$ cat config.mk
export PLATFORM = sky130hd
export DESIGN_NAME = id_operand_stage_flat
export DESIGN_NICKNAME = d
export VERILOG_FILES = /design/src/rtl/mips_pkg.sv /design/src/rtl/id_operand_stage_if.sv /design/src/rtl/id_hazard_fwd.sv /design/src/rtl/id_operand_stage.sv /design/src/flat_wrapper.sv
export SDC_FILE = /design/constraint.sdc
export NUM_CORES = 1
export LEC_CHECK = 0
export CORE_MARGIN = 2
export CORE_UTILIZATION = 25
export CTS_BUF_LIST = sky130_fd_sc_hd__clkbuf_8
export DETAILED_ROUTE_END_ITERATION = 8
export PLACE_DENSITY = 0.57
export SLEW_MARGIN = 5
export SYNTH_ARGS = -nofsm -noshare
export SYNTH_HDL_FRONTEND = slang
export SYNTH_SLANG_ARGS = --single-unit
$ cat constraint.sdc
create_clock -name clk -period 6.15 [get_ports clk]
set_clock_uncertainty 0.15 [all_clocks]
set_input_delay 1.23 -clock clk [delete_from_list [all_inputs] [get_ports clk]]
set_output_delay 1.23 -clock clk [all_outputs]
set_load 0.05 [all_outputs]
$ cat src/rtl/mips_pkg.sv
// Shared MIPS decode constants, ID/EX payload type and immediate-extension helper.
package mips_pkg;

    localparam int unsigned XLEN       = 32;
    localparam int unsigned REG_ADDR_W = 5;
    localparam int unsigned OP_W       = 6;

    localparam logic [OP_W-1:0] OP_RTYPE = 6'h00;
    localparam logic [OP_W-1:0] OP_J     = 6'h02;
    localparam logic [OP_W-1:0] OP_JAL   = 6'h03;
    localparam logic [OP_W-1:0] OP_BEQ   = 6'h04;
    localparam logic [OP_W-1:0] OP_BNE   = 6'h05;
    localparam logic [OP_W-1:0] OP_ANDI  = 6'h0C;
    localparam logic [OP_W-1:0] OP_ORI   = 6'h0D;
    localparam logic [OP_W-1:0] OP_XORI  = 6'h0E;
    localparam logic [OP_W-1:0] OP_LUI   = 6'h0F;
    localparam logic [OP_W-1:0] OP_SB    = 6'h28;
    localparam logic [OP_W-1:0] OP_SH    = 6'h29;
    localparam logic [OP_W-1:0] OP_SW    = 6'h2B;

    localparam logic [OP_W-1:0] FN_SLL   = 6'h00;
    localparam logic [OP_W-1:0] FN_SRL   = 6'h02;
    localparam logic [OP_W-1:0] FN_SRA   = 6'h03;

    typedef enum logic [1:0] {
        FWD_RF  = 2'd0,
        FWD_MEM = 2'd1,
        FWD_WB  = 2'd2
    } fwd_sel_e;

    typedef struct packed {
        logic                  valid;
        logic [XLEN-1:0]       instr;
        logic [XLEN-1:0]       pc_plus4;
        logic [XLEN-1:0]       rs_val;
        logic [XLEN-1:0]       rt_val;
        logic [XLEN-1:0]       imm;
        logic [REG_ADDR_W-1:0] rs;
        logic [REG_ADDR_W-1:0] rt;
        logic [REG_ADDR_W-1:0] rd;
    } idex_t;

    // Logical immediates are zero-extended, everything else sign-extended.
    function automatic logic [XLEN-1:0] ext_imm(input logic [OP_W-1:0] op, input logic [15:0] imm16);
        if (op == OP_ANDI || op == OP_ORI || op == OP_XORI) begin
            return {16'h0000, imm16};
        end
        return {{16{imm16[15]}}, imm16};
    endfunction

endpackage

$ cat src/rtl/id_operand_stage_if.sv
// Bus bundle between the ID operand stage and its IF/RF/EX/MEM/WB neighbours.
interface id_operand_stage_if #(
    parameter int unsigned CNT_W = 16
) ();
    import mips_pkg::*;

    logic                  if_valid;
    logic [XLEN-1:0]       if_instr;
    logic [XLEN-1:0]       if_pc_plus4;
    logic [REG_ADDR_W-1:0] rf_addr1;
    logic [REG_ADDR_W-1:0] rf_addr2;
    logic [XLEN-1:0]       rf_data1;
    logic [XLEN-1:0]       rf_data2;
    logic                  ex_wr;
    logic                  ex_memread;
    logic [REG_ADDR_W-1:0] ex_waddr;
    logic                  mem_wr;
    logic                  mem_memread;
    logic [REG_ADDR_W-1:0] mem_waddr;
    logic [XLEN-1:0]       mem_wdata;
    logic                  wb_wr;
    logic [REG_ADDR_W-1:0] wb_waddr;
    logic [XLEN-1:0]       wb_wdata;
    logic                  flush_in;
    logic                  ex_stall_in;
    logic                  stall_out;
    logic                  idex_valid;
    logic [XLEN-1:0]       idex_instr;
    logic [XLEN-1:0]       idex_pc_plus4;
    logic [XLEN-1:0]       idex_rs_val;
    logic [XLEN-1:0]       idex_rt_val;
    logic [XLEN-1:0]       idex_imm;
    logic [REG_ADDR_W-1:0] idex_rs;
    logic [REG_ADDR_W-1:0] idex_rt;
    logic [REG_ADDR_W-1:0] idex_rd;
    logic [CNT_W-1:0]      perf_stall_cnt;

    modport master (
        input  if_valid, if_instr, if_pc_plus4, rf_data1, rf_data2,
               ex_wr, ex_memread, ex_waddr, mem_wr, mem_memread, mem_waddr, mem_wdata,
               wb_wr, wb_waddr, wb_wdata, flush_in, ex_stall_in,
        output rf_addr1, rf_addr2, stall_out, idex_valid, idex_instr, idex_pc_plus4,
               idex_rs_val, idex_rt_val, idex_imm, idex_rs, idex_rt, idex_rd, perf_stall_cnt
    );

    modport slave (
        output if_valid, if_instr, if_pc_plus4, rf_data1, rf_data2,
               ex_wr, ex_memread, ex_waddr, mem_wr, mem_memread, mem_waddr, mem_wdata,
               wb_wr, wb_waddr, wb_wdata, flush_in, ex_stall_in,
        input  rf_addr1, rf_addr2, stall_out, idex_valid, idex_instr, idex_pc_plus4,
               idex_rs_val, idex_rt_val, idex_imm, idex_rs, idex_rt, idex_rd, perf_stall_cnt
    );
endinterface

$ cat src/rtl/id_hazard_fwd.sv
// Combinational source-use decode, producer matching, hazard and forwarding selects.
// ID_WB_BYPASS_EN adds a WB-stage forwarding path for rising-edge register files.
module id_hazard_fwd
    import mips_pkg::*;
(
    input  logic [OP_W-1:0]       op_i,
    input  logic [OP_W-1:0]       funct_i,
    input  logic [REG_ADDR_W-1:0] rs_i,
    input  logic [REG_ADDR_W-1:0] rt_i,
    input  logic                  ex_wr_i,
    input  logic [REG_ADDR_W-1:0] ex_waddr_i,
    input  logic                  mem_wr_i,
    input  logic                  mem_memread_i,
    input  logic [REG_ADDR_W-1:0] mem_waddr_i,
    input  logic                  wb_wr_i,
    input  logic [REG_ADDR_W-1:0] wb_waddr_i,
    output logic                  hazard_c,
    output fwd_sel_e              sel1_c,
    output fwd_sel_e              sel2_c
);

    logic use_rs, use_rt;
    logic ex_hot1, ex_hot2, mem_hot1, mem_hot2, wb_hot1, wb_hot2;

    function automatic logic is_hot(input logic [REG_ADDR_W-1:0] src, input logic wr,
                                    input logic [REG_ADDR_W-1:0] waddr);
        return wr && (src != '0) && (src == waddr);
    endfunction

    function automatic fwd_sel_e pick(input logic mem_hot, input logic memread, input logic wb_hot);
        if (mem_hot) begin
            return memread ? FWD_RF : FWD_MEM;
        end
        return wb_hot ? FWD_WB : FWD_RF;
    endfunction

    always_comb begin
        use_rs = 1'b1;
        use_rt = 1'b0;
        case (op_i)
            OP_RTYPE: begin
                use_rt = 1'b1;
                if (funct_i == FN_SLL || funct_i == FN_SRL || funct_i == FN_SRA) begin
                    use_rs = 1'b0;
                end
            end
            OP_J, OP_JAL, OP_LUI:                 use_rs = 1'b0;
            OP_BEQ, OP_BNE, OP_SB, OP_SH, OP_SW:  use_rt = 1'b1;
            default: ;
        endcase
    end

    assign ex_hot1  = use_rs && is_hot(rs_i, ex_wr_i, ex_waddr_i);
    assign ex_hot2  = use_rt && is_hot(rt_i, ex_wr_i, ex_waddr_i);
    assign mem_hot1 = use_rs && is_hot(rs_i, mem_wr_i, mem_waddr_i);
    assign mem_hot2 = use_rt && is_hot(rt_i, mem_wr_i, mem_waddr_i);

`ifdef ID_WB_BYPASS_EN
    assign wb_hot1 = use_rs && is_hot(rs_i, wb_wr_i, wb_waddr_i);
    assign wb_hot2 = use_rt && is_hot(rt_i, wb_wr_i, wb_waddr_i);
`else
    logic unused_wb;
    assign unused_wb = ^{wb_wr_i, wb_waddr_i};
    assign wb_hot1   = 1'b0;
    assign wb_hot2   = 1'b0;
`endif

    assign hazard_c = ex_hot1 || ex_hot2 || (mem_memread_i && (mem_hot1 || mem_hot2));
    assign sel1_c   = pick(mem_hot1, mem_memread_i, wb_hot1);
    assign sel2_c   = pick(mem_hot2, mem_memread_i, wb_hot2);

endmodule

$ cat src/rtl/id_operand_stage.sv
// MIPS decode/operand-fetch stage: RF addressing, forwarding, hazard stall and ID/EX register.
// ID_WB_BYPASS_EN enables forwarding of WB results (see id_hazard_fwd).
module id_operand_stage
    import mips_pkg::*;
#(
    parameter int unsigned CNT_W = 16
) (
    input  logic               clk,
    input  logic               reset,
    id_operand_stage_if.master bus
);

    logic [REG_ADDR_W-1:0] rs, rt, rd;
    logic                  hazard;
    fwd_sel_e              sel1, sel2;
    logic [XLEN-1:0]       op1, op2;
    logic                  hazard_stall;
    idex_t                 idex_d, idex_q;
    logic [CNT_W-1:0]      cnt_d, cnt_q;

    assign rs = bus.if_instr[25:21];
    assign rt = bus.if_instr[20:16];
    assign rd = bus.if_instr[15:11];

    assign bus.rf_addr1 = rs;
    assign bus.rf_addr2 = rt;

    id_hazard_fwd u_hazard_fwd (
        .op_i          (bus.if_instr[31:26]),
        .funct_i       (bus.if_instr[5:0]),
        .rs_i          (rs),
        .rt_i          (rt),
        .ex_wr_i       (bus.ex_wr),
        .ex_waddr_i    (bus.ex_waddr),
        .mem_wr_i      (bus.mem_wr),
        .mem_memread_i (bus.mem_memread),
        .mem_waddr_i   (bus.mem_waddr),
        .wb_wr_i       (bus.wb_wr),
        .wb_waddr_i    (bus.wb_waddr),
        .hazard_c      (hazard),
        .sel1_c        (sel1),
        .sel2_c        (sel2)
    );

    // Any EX producer stalls regardless of type, so ex_memread carries no extra information.
    logic unused_ex;
    assign unused_ex = bus.ex_memread;

`ifdef ID_WB_BYPASS_EN
    function automatic logic [XLEN-1:0] fwd_mux(input fwd_sel_e sel, input logic [XLEN-1:0] rf_val,
                                                input logic [XLEN-1:0] mem_val, input logic [XLEN-1:0] wb_val);
        case (sel)
            FWD_MEM: return mem_val;
            FWD_WB:  return wb_val;
            default: return rf_val;
        endcase
    endfunction
    assign op1 = fwd_mux(sel1, bus.rf_data1, bus.mem_wdata, bus.wb_wdata);
    assign op2 = fwd_mux(sel2, bus.rf_data2, bus.mem_wdata, bus.wb_wdata);
`else
    logic unused_wb_data;
    assign unused_wb_data = ^bus.wb_wdata;
    assign op1 = (sel1 == FWD_MEM) ? bus.mem_wdata : bus.rf_data1;
    assign op2 = (sel2 == FWD_MEM) ? bus.mem_wdata : bus.rf_data2;
`endif

    assign hazard_stall  = bus.if_valid && hazard && !bus.flush_in;
    assign bus.stall_out = bus.ex_stall_in || hazard_stall;

    // ID/EX next state: flush, then downstream hold, then bubble or load.
    always_comb begin
        idex_d = idex_q;
        cnt_d  = cnt_q;
        if (bus.flush_in) begin
            idex_d = '0;
        end else if (!bus.ex_stall_in) begin
            if (bus.if_valid && !hazard) begin
                idex_d.valid    = 1'b1;
                idex_d.instr    = bus.if_instr;
                idex_d.pc_plus4 = bus.if_pc_plus4;
                idex_d.rs_val   = op1;
                idex_d.rt_val   = op2;
                idex_d.imm      = ext_imm(bus.if_instr[31:26], bus.if_instr[15:0]);
                idex_d.rs       = rs;
                idex_d.rt       = rt;
                idex_d.rd       = rd;
            end else begin
                idex_d = '0;
            end
            if (hazard_stall && (cnt_q != '1)) begin
                cnt_d = cnt_q + CNT_W'(1);
            end
        end
    end

    always_ff @(posedge clk or negedge reset) begin
        if (!reset) begin
            idex_q <= '0;
            cnt_q  <= '0;
        end else begin
            idex_q <= idex_d;
            cnt_q  <= cnt_d;
        end
    end

    assign bus.idex_valid     = idex_q.valid;
    assign bus.idex_instr     = idex_q.instr;
    assign bus.idex_pc_plus4  = idex_q.pc_plus4;
    assign bus.idex_rs_val    = idex_q.rs_val;
    assign bus.idex_rt_val    = idex_q.rt_val;
    assign bus.idex_imm       = idex_q.imm;
    assign bus.idex_rs        = idex_q.rs;
    assign bus.idex_rt        = idex_q.rt;
    assign bus.idex_rd        = idex_q.rd;
    assign bus.perf_stall_cnt = cnt_q;

endmodule

$ cat src/flat_wrapper.sv
// flat-port wrapper written by rule: the top's interface ports become plain ports
module id_operand_stage_flat import mips_pkg::*;
#(
    parameter int unsigned CNT_W = 16
)
  (clk, reset, bus_if_valid, bus_if_instr, bus_if_pc_plus4, bus_rf_data1, bus_rf_data2, bus_ex_wr, bus_ex_memread, bus_ex_waddr, bus_mem_wr, bus_mem_memread, bus_mem_waddr, bus_mem_wdata, bus_wb_wr, bus_wb_waddr, bus_wb_wdata, bus_flush_in, bus_ex_stall_in, bus_rf_addr1, bus_rf_addr2, bus_stall_out, bus_idex_valid, bus_idex_instr, bus_idex_pc_plus4, bus_idex_rs_val, bus_idex_rt_val, bus_idex_imm, bus_idex_rs, bus_idex_rt, bus_idex_rd, bus_perf_stall_cnt);
  id_operand_stage_if #(.CNT_W(CNT_W)) bus_i ();
  input  logic clk;
  input  logic reset;
  input wire logic [$bits(bus_i.if_valid)-1:0] bus_if_valid;
  input wire logic [$bits(bus_i.if_instr)-1:0] bus_if_instr;
  input wire logic [$bits(bus_i.if_pc_plus4)-1:0] bus_if_pc_plus4;
  input wire logic [$bits(bus_i.rf_data1)-1:0] bus_rf_data1;
  input wire logic [$bits(bus_i.rf_data2)-1:0] bus_rf_data2;
  input wire logic [$bits(bus_i.ex_wr)-1:0] bus_ex_wr;
  input wire logic [$bits(bus_i.ex_memread)-1:0] bus_ex_memread;
  input wire logic [$bits(bus_i.ex_waddr)-1:0] bus_ex_waddr;
  input wire logic [$bits(bus_i.mem_wr)-1:0] bus_mem_wr;
  input wire logic [$bits(bus_i.mem_memread)-1:0] bus_mem_memread;
  input wire logic [$bits(bus_i.mem_waddr)-1:0] bus_mem_waddr;
  input wire logic [$bits(bus_i.mem_wdata)-1:0] bus_mem_wdata;
  input wire logic [$bits(bus_i.wb_wr)-1:0] bus_wb_wr;
  input wire logic [$bits(bus_i.wb_waddr)-1:0] bus_wb_waddr;
  input wire logic [$bits(bus_i.wb_wdata)-1:0] bus_wb_wdata;
  input wire logic [$bits(bus_i.flush_in)-1:0] bus_flush_in;
  input wire logic [$bits(bus_i.ex_stall_in)-1:0] bus_ex_stall_in;
  output wire logic [$bits(bus_i.rf_addr1)-1:0] bus_rf_addr1;
  output wire logic [$bits(bus_i.rf_addr2)-1:0] bus_rf_addr2;
  output wire logic [$bits(bus_i.stall_out)-1:0] bus_stall_out;
  output wire logic [$bits(bus_i.idex_valid)-1:0] bus_idex_valid;
  output wire logic [$bits(bus_i.idex_instr)-1:0] bus_idex_instr;
  output wire logic [$bits(bus_i.idex_pc_plus4)-1:0] bus_idex_pc_plus4;
  output wire logic [$bits(bus_i.idex_rs_val)-1:0] bus_idex_rs_val;
  output wire logic [$bits(bus_i.idex_rt_val)-1:0] bus_idex_rt_val;
  output wire logic [$bits(bus_i.idex_imm)-1:0] bus_idex_imm;
  output wire logic [$bits(bus_i.idex_rs)-1:0] bus_idex_rs;
  output wire logic [$bits(bus_i.idex_rt)-1:0] bus_idex_rt;
  output wire logic [$bits(bus_i.idex_rd)-1:0] bus_idex_rd;
  output wire logic [$bits(bus_i.perf_stall_cnt)-1:0] bus_perf_stall_cnt;
  assign bus_i.if_valid = bus_if_valid;
  assign bus_i.if_instr = bus_if_instr;
  assign bus_i.if_pc_plus4 = bus_if_pc_plus4;
  assign bus_i.rf_data1 = bus_rf_data1;
  assign bus_i.rf_data2 = bus_rf_data2;
  assign bus_i.ex_wr = bus_ex_wr;
  assign bus_i.ex_memread = bus_ex_memread;
  assign bus_i.ex_waddr = bus_ex_waddr;
  assign bus_i.mem_wr = bus_mem_wr;
  assign bus_i.mem_memread = bus_mem_memread;
  assign bus_i.mem_waddr = bus_mem_waddr;
  assign bus_i.mem_wdata = bus_mem_wdata;
  assign bus_i.wb_wr = bus_wb_wr;
  assign bus_i.wb_waddr = bus_wb_waddr;
  assign bus_i.wb_wdata = bus_wb_wdata;
  assign bus_i.flush_in = bus_flush_in;
  assign bus_i.ex_stall_in = bus_ex_stall_in;
  assign bus_rf_addr1 = bus_i.rf_addr1;
  assign bus_rf_addr2 = bus_i.rf_addr2;
  assign bus_stall_out = bus_i.stall_out;
  assign bus_idex_valid = bus_i.idex_valid;
  assign bus_idex_instr = bus_i.idex_instr;
  assign bus_idex_pc_plus4 = bus_i.idex_pc_plus4;
  assign bus_idex_rs_val = bus_i.idex_rs_val;
  assign bus_idex_rt_val = bus_i.idex_rt_val;
  assign bus_idex_imm = bus_i.idex_imm;
  assign bus_idex_rs = bus_i.idex_rs;
  assign bus_idex_rt = bus_i.idex_rt;
  assign bus_idex_rd = bus_i.idex_rd;
  assign bus_perf_stall_cnt = bus_i.perf_stall_cnt;
  id_operand_stage #(.CNT_W(CNT_W)) u_core (.clk(clk), .reset(reset), .bus(bus_i));
endmodule
==> impl.org <==
** Clock tree
- Clock transition at path regs :: about 0.090 ns
- Maximum level of the CTS H-tree :: 4
- Post-CTS timing repair inserted 0 buffers for setup.
- Sink count of the clock tree :: between 100 and 150
- TritonCTS buffer count :: 17
- TritonCTS clock tree :: yes
- In this run, post-CTS repair resized a total of 0 instances.
- In this run, post-CTS hold repair placed 0 buffers.
- Clock root buffer master :: sky130_fd_sc_hd__clkbuf_8
- Skew-Pair Late Insertion Delay :: roughly 0.44 ns
- Largest buffer count on any clock path :: 2

** Synth
- The cell area that synthesis handed to floorplanning was between 0.007 and 0.008 mm2.
- The synthesized design contains 0 enable-type register cells.
- Leading post-synthesis cells by instance count :: sky130_fd_sc_hd__dfrtp_1, sky130_fd_sc_hd__nand2_1, sky130_fd_sc_hd__mux2i_1
- Synthesis produced a netlist whose cell count is just over 600.
- Dominant cell by count in the synthesized netlist :: sky130_fd_sc_hd__dfrtp_1
- Flip-flop and latch count after synthesis :: about 150
- Proportion of synthesized chip area in sequential cells :: between 50 and 60%
- Most area-consuming cells after synthesis :: sky130_fd_sc_hd__dfrtp_1, sky130_fd_sc_hd__mux2i_1, sky130_fd_sc_hd__a22o_1
- Synthesis produced a netlist with a net count of just over 800.
- Syn Area/Cell :: between 10 and 15 um2
- FFs w/ async S/R, synth :: 100.0%
- Count of cell types in the netlist :: between 40 and 50
- Cell type with the largest total area after synthesis :: sky130_fd_sc_hd__dfrtp_1
- During synthesis, Yosys emitted a total of 0 warnings.
- After synthesis, the largest area contributor takes up 51.74% of total cell area.
- Synth Flop Type :: sky130_fd_sc_hd__dfrtp_1

** Critical path
- Startpoint kind of the worst setup timing path :: primary input
- Data required, critical path :: 4.77 ns
- Tracing the worst setup path back leads to its startpoint at bus_if_instr[28].
- Origin of the critical flop-to-flop path :: u_core.bus.perf_stall_cnt[0]$_DFFE_PN0P_
- Reg-to-reg critical path endpoint :: u_core.bus.perf_stall_cnt[1]$_DFFE_PN0P_
- In this run the worst setup path terminates at bus_stall_out.
- Largest delay share family, worst path :: buffers and inverters
- Counting both buffers and inverters, the worst setup path holds a total of 3.
- The critical path crosses 8 cells after its start point.
- Arrival @ worst endpoint :: ~3.9 ns
- The worst setup path is of the in2out kind.
- Cell with the largest stage delay on the worst path :: sky130_fd_sc_hd__clkdlybuf4s50_1
- Crit path cell chain :: clkdlybuf4s50_1 > inv_1 > a2111oi_2 > o2111ai_1 > o21ai_2 > a21oi_4 > o21bai_1 > clkdlybuf4s50_1
- In this design, the stage delay of the slowest critical-path cell is just over 0.8 ns.
- By instance count, the cell type seen most on the critical path is sky130_fd_sc_hd__clkdlybuf4s50_1.
- The worst register-to-register path has a setup slack of between 3 and 4 ns.
- The worst register-to-register path has a depth of 7.
- Of all nets on the critical path, the largest fanout is 5.
- CP Capture Type :: primary output

** STA
- The worst path needs ~5.3 ns of the cycle, external delays included.
- Highest clock frequency the design can meet :: roughly 0.19 GHz
- For the pin with the worst max-slew slack, the measured transition is ~0.95 ns.
- Setup violations remaining at the end of the flow were counted as 0.
- The total count of max-transition violations in the final report was 0.
- Worst Slack Setup Final :: approximately 0.89 ns
- Setup repair after global routing left no endpoint under its margin.
- After layout, the worst path uses 85.55% of the clock period.
- Number of hold violations in the final report :: 0
- Headroom to the max-slew limit came out at 36.54%.
- Summed over all failing endpoints, the final setup total negative slack is 0 ns.

** Pwr
- Leakage power :: about 0.0044 uW
- Worst vdd rail ir drop :: approximately 0.11 mV
- Power per cell area :: 211.0 mW/mm2

** Placement
- Post-Place Setup Slack :: roughly 0.86 ns
- Port bufs :: 380
- Routability congestion estimate :: roughly 0.78
- HPWL after DPL :: 16530 um

** Global routing
- GRT Residual Overflow :: 0
- Entering global routing, the biggest net connects 100 pins.
- The via count of the first global-routing pass was 5604.
- The first global-routing pass estimated 33730 um of wire.
- Antenna violations before repair :: 0
- For this run, the total global-route usage over all layers was measured as between 10% and 20%.

** Die
- For this configuration, the core starts out at a cell density of between 20 and 30%.
- In this run the horizontal extent of the chip is around 170 um.
- Full die area :: between 0.02 and 0.03 mm2
- 420 I/O pins were placed.
- Floorplan row count :: between 60 and 70
- Floorplan Core Area :: ~0.028 mm2
- Height of the die :: about 170 um

** Route
- After detailed routing, the average wire length per cell comes to roughly 17 um.
- For this block, the via count after detailed routing is between 5000 and 6000.
- The first routing iteration left between 200 and 250 violations.
- The pre-antenna-repair detailed-routing pass consisted of 4 iterations.
- Via density :: 4.410
- After detailed routing, the number of remaining DRC violations is 0.
- Number of antenna-violating nets in the routed design :: 0
- After detailed routing, the total wire length is roughly 23000 um.

** Flow run
- Max-cap violations in this run came to 0.

** Cells and area
- The number of antenna diodes in the final layout is 0.
- Area growth from synthesis to final layout :: 56.41%
- Fill cells in the final layout number 2800.
- # nets final :: 1143
- In the final layout, the share of cells above drive strength 1 is 7.783%.

** Min path
- The min-delay analysis places its worst path in the category reg2reg.

** Outcome
- The flow ran to the end, and the final reports show no timing, DRC or antenna violations.
## tightest hold or removal path, stage by stage (launching register included)
cell	delay, ns
sky130_fd_sc_hd__dfrtp_1	0.35
sky130_fd_sc_hd__nand2_1	0.06
sky130_fd_sc_hd__o21ai_2	0.05
## worst min path at each step
stage                                            from                                endpoint  slack, ns  cells past startpoint
6_report       u_core.bus.idex_rt_val[25]$_DFFE_PN0P_  u_core.bus.idex_rt_val[25]$_DFFE_PN0P_       0.33                      2
5_1_grt        u_core.bus.idex_rt_val[25]$_DFFE_PN0P_  u_core.bus.idex_rt_val[25]$_DFFE_PN0P_       0.35                      2
4_1_cts        u_core.bus.idex_rt_val[25]$_DFFE_PN0P_  u_core.bus.idex_rt_val[25]$_DFFE_PN0P_       0.34                      2
3_5_place_dp   u_core.bus.idex_rt_val[25]$_DFFE_PN0P_  u_core.bus.idex_rt_val[25]$_DFFE_PN0P_       0.31                      2
3_3_place_gp        u_core.bus.idex_valid$_DFFE_PN0P_       u_core.bus.idex_valid$_DFFE_PN0P_       0.31                      2
2_1_floorplan       u_core.bus.idex_valid$_DFFE_PN0P_       u_core.bus.idex_valid$_DFFE_PN0P_       0.59                      2
## placed cells by master (no fill, tap or decap), types with 2 or more instances in the layout
| cell | instances |
|---|---|
| sky130_fd_sc_hd__clkdlybuf4s50_1 | 379 |
| sky130_fd_sc_hd__dfrtp_1 | 146 |
| sky130_fd_sc_hd__nand2_1 | 79 |
| sky130_fd_sc_hd__mux2i_1 | 64 |
| sky130_fd_sc_hd__a22o_1 | 60 |
| sky130_fd_sc_hd__o21ai_0 | 49 |
| sky130_fd_sc_hd__o21ai_2 | 20 |
| sky130_fd_sc_hd__xnor2_1 | 18 |
| sky130_fd_sc_hd__clkbuf_8 | 18 |
| sky130_fd_sc_hd__xor2_1 | 17 |
| sky130_fd_sc_hd__nand4_1 | 10 |
| sky130_fd_sc_hd__buf_4 | 7 |
| sky130_fd_sc_hd__nor4_1 | 6 |
| sky130_fd_sc_hd__nand3_1 | 6 |
| sky130_fd_sc_hd__nor2_1 | 6 |
| sky130_fd_sc_hd__inv_6 | 6 |
| sky130_fd_sc_hd__and3_1 | 4 |
| sky130_fd_sc_hd__and2_1 | 4 |
| sky130_fd_sc_hd__inv_1 | 2 |
| sky130_fd_sc_hd__o2111ai_1 | 2 |
| sky130_fd_sc_hd__nor3_1 | 2 |
| sky130_fd_sc_hd__clkinv_4 | 2 |
| sky130_fd_sc_hd__clkinvlp_4 | 2 |
| sky130_fd_sc_hd__inv_8 | 2 |
## metal layers
metal  track usage [%]  wire, um
met4             5.590       495
met2             24.64     11050
met3             4.028      1775
met5                 0         0
met1             18.65      9565
## registers in the layout, summed over array words and instances (netlist names), 8 cells and up
| register | flops |
|---|---|
| u_core.bus.idex_instr | 8 |
| u_core.bus.idex_rt_val | 32 |
| u_core.bus.idex_rs_val | 32 |
| u_core.bus.perf_stall_cnt | 16 |
| u_core.bus.idex_imm | 13 |
| u_core.bus.idex_pc_plus4 | 32 |
## kinds of logic after synthesis
| logic type | count (synthesis) | share of synthesized area, % |
|---|---|---|
| adder cells (fa/ha/maj) | 1 | 0.1772 |
| XOR/XNOR | 35 | 4.341 |
| AND/OR/NAND/NOR | 126 | 8.186 |
| flip-flops | 146 | 51.74 |
| AO/OA/AOI/OAI | 143 | 15.47 |
| multiplexers | 65 | 9.231 |
| buffers and inverters | 94 | 10.86 |
## final cells by class
cell class	instances	area (um2)	area share (%)
Clock inverter	14	142.6	1.291
Clock buffer	18	247.7	2.243
Sequential cell	146	3654	33.08
Tap cell	378	473.0	4.282
Timing Repair Buffer	387	3857	34.92
Inverter	3	11.26	0.1019
Multi-Input combinational cell	370	2660	24.08
## report_power, final
part           total, uW  internal [uW]  switching, uW  leakage, uW
Clock                776            345            431     0.000195
Sequential          1020            994           24.5      0.00200
Combinational        536            221            315      0.00222
## stage by stage
stage               std cells  total power, uW  instance area, um2  util [%]  hold slack (ns)
floorplan                 610             1331                7062         -           0.5947
global placement         1284             1578               10660     38.35           0.3105
detailed placement       1284             1581               10660     38.35           0.3144
CTS                      1316             2382               11050     39.76           0.3355
global route             1316             2450               11050     39.76           0.3462
finish                   1316             2331               11050     39.76           0.3290
No activity file was read; power rests on OpenSTA's default activity.
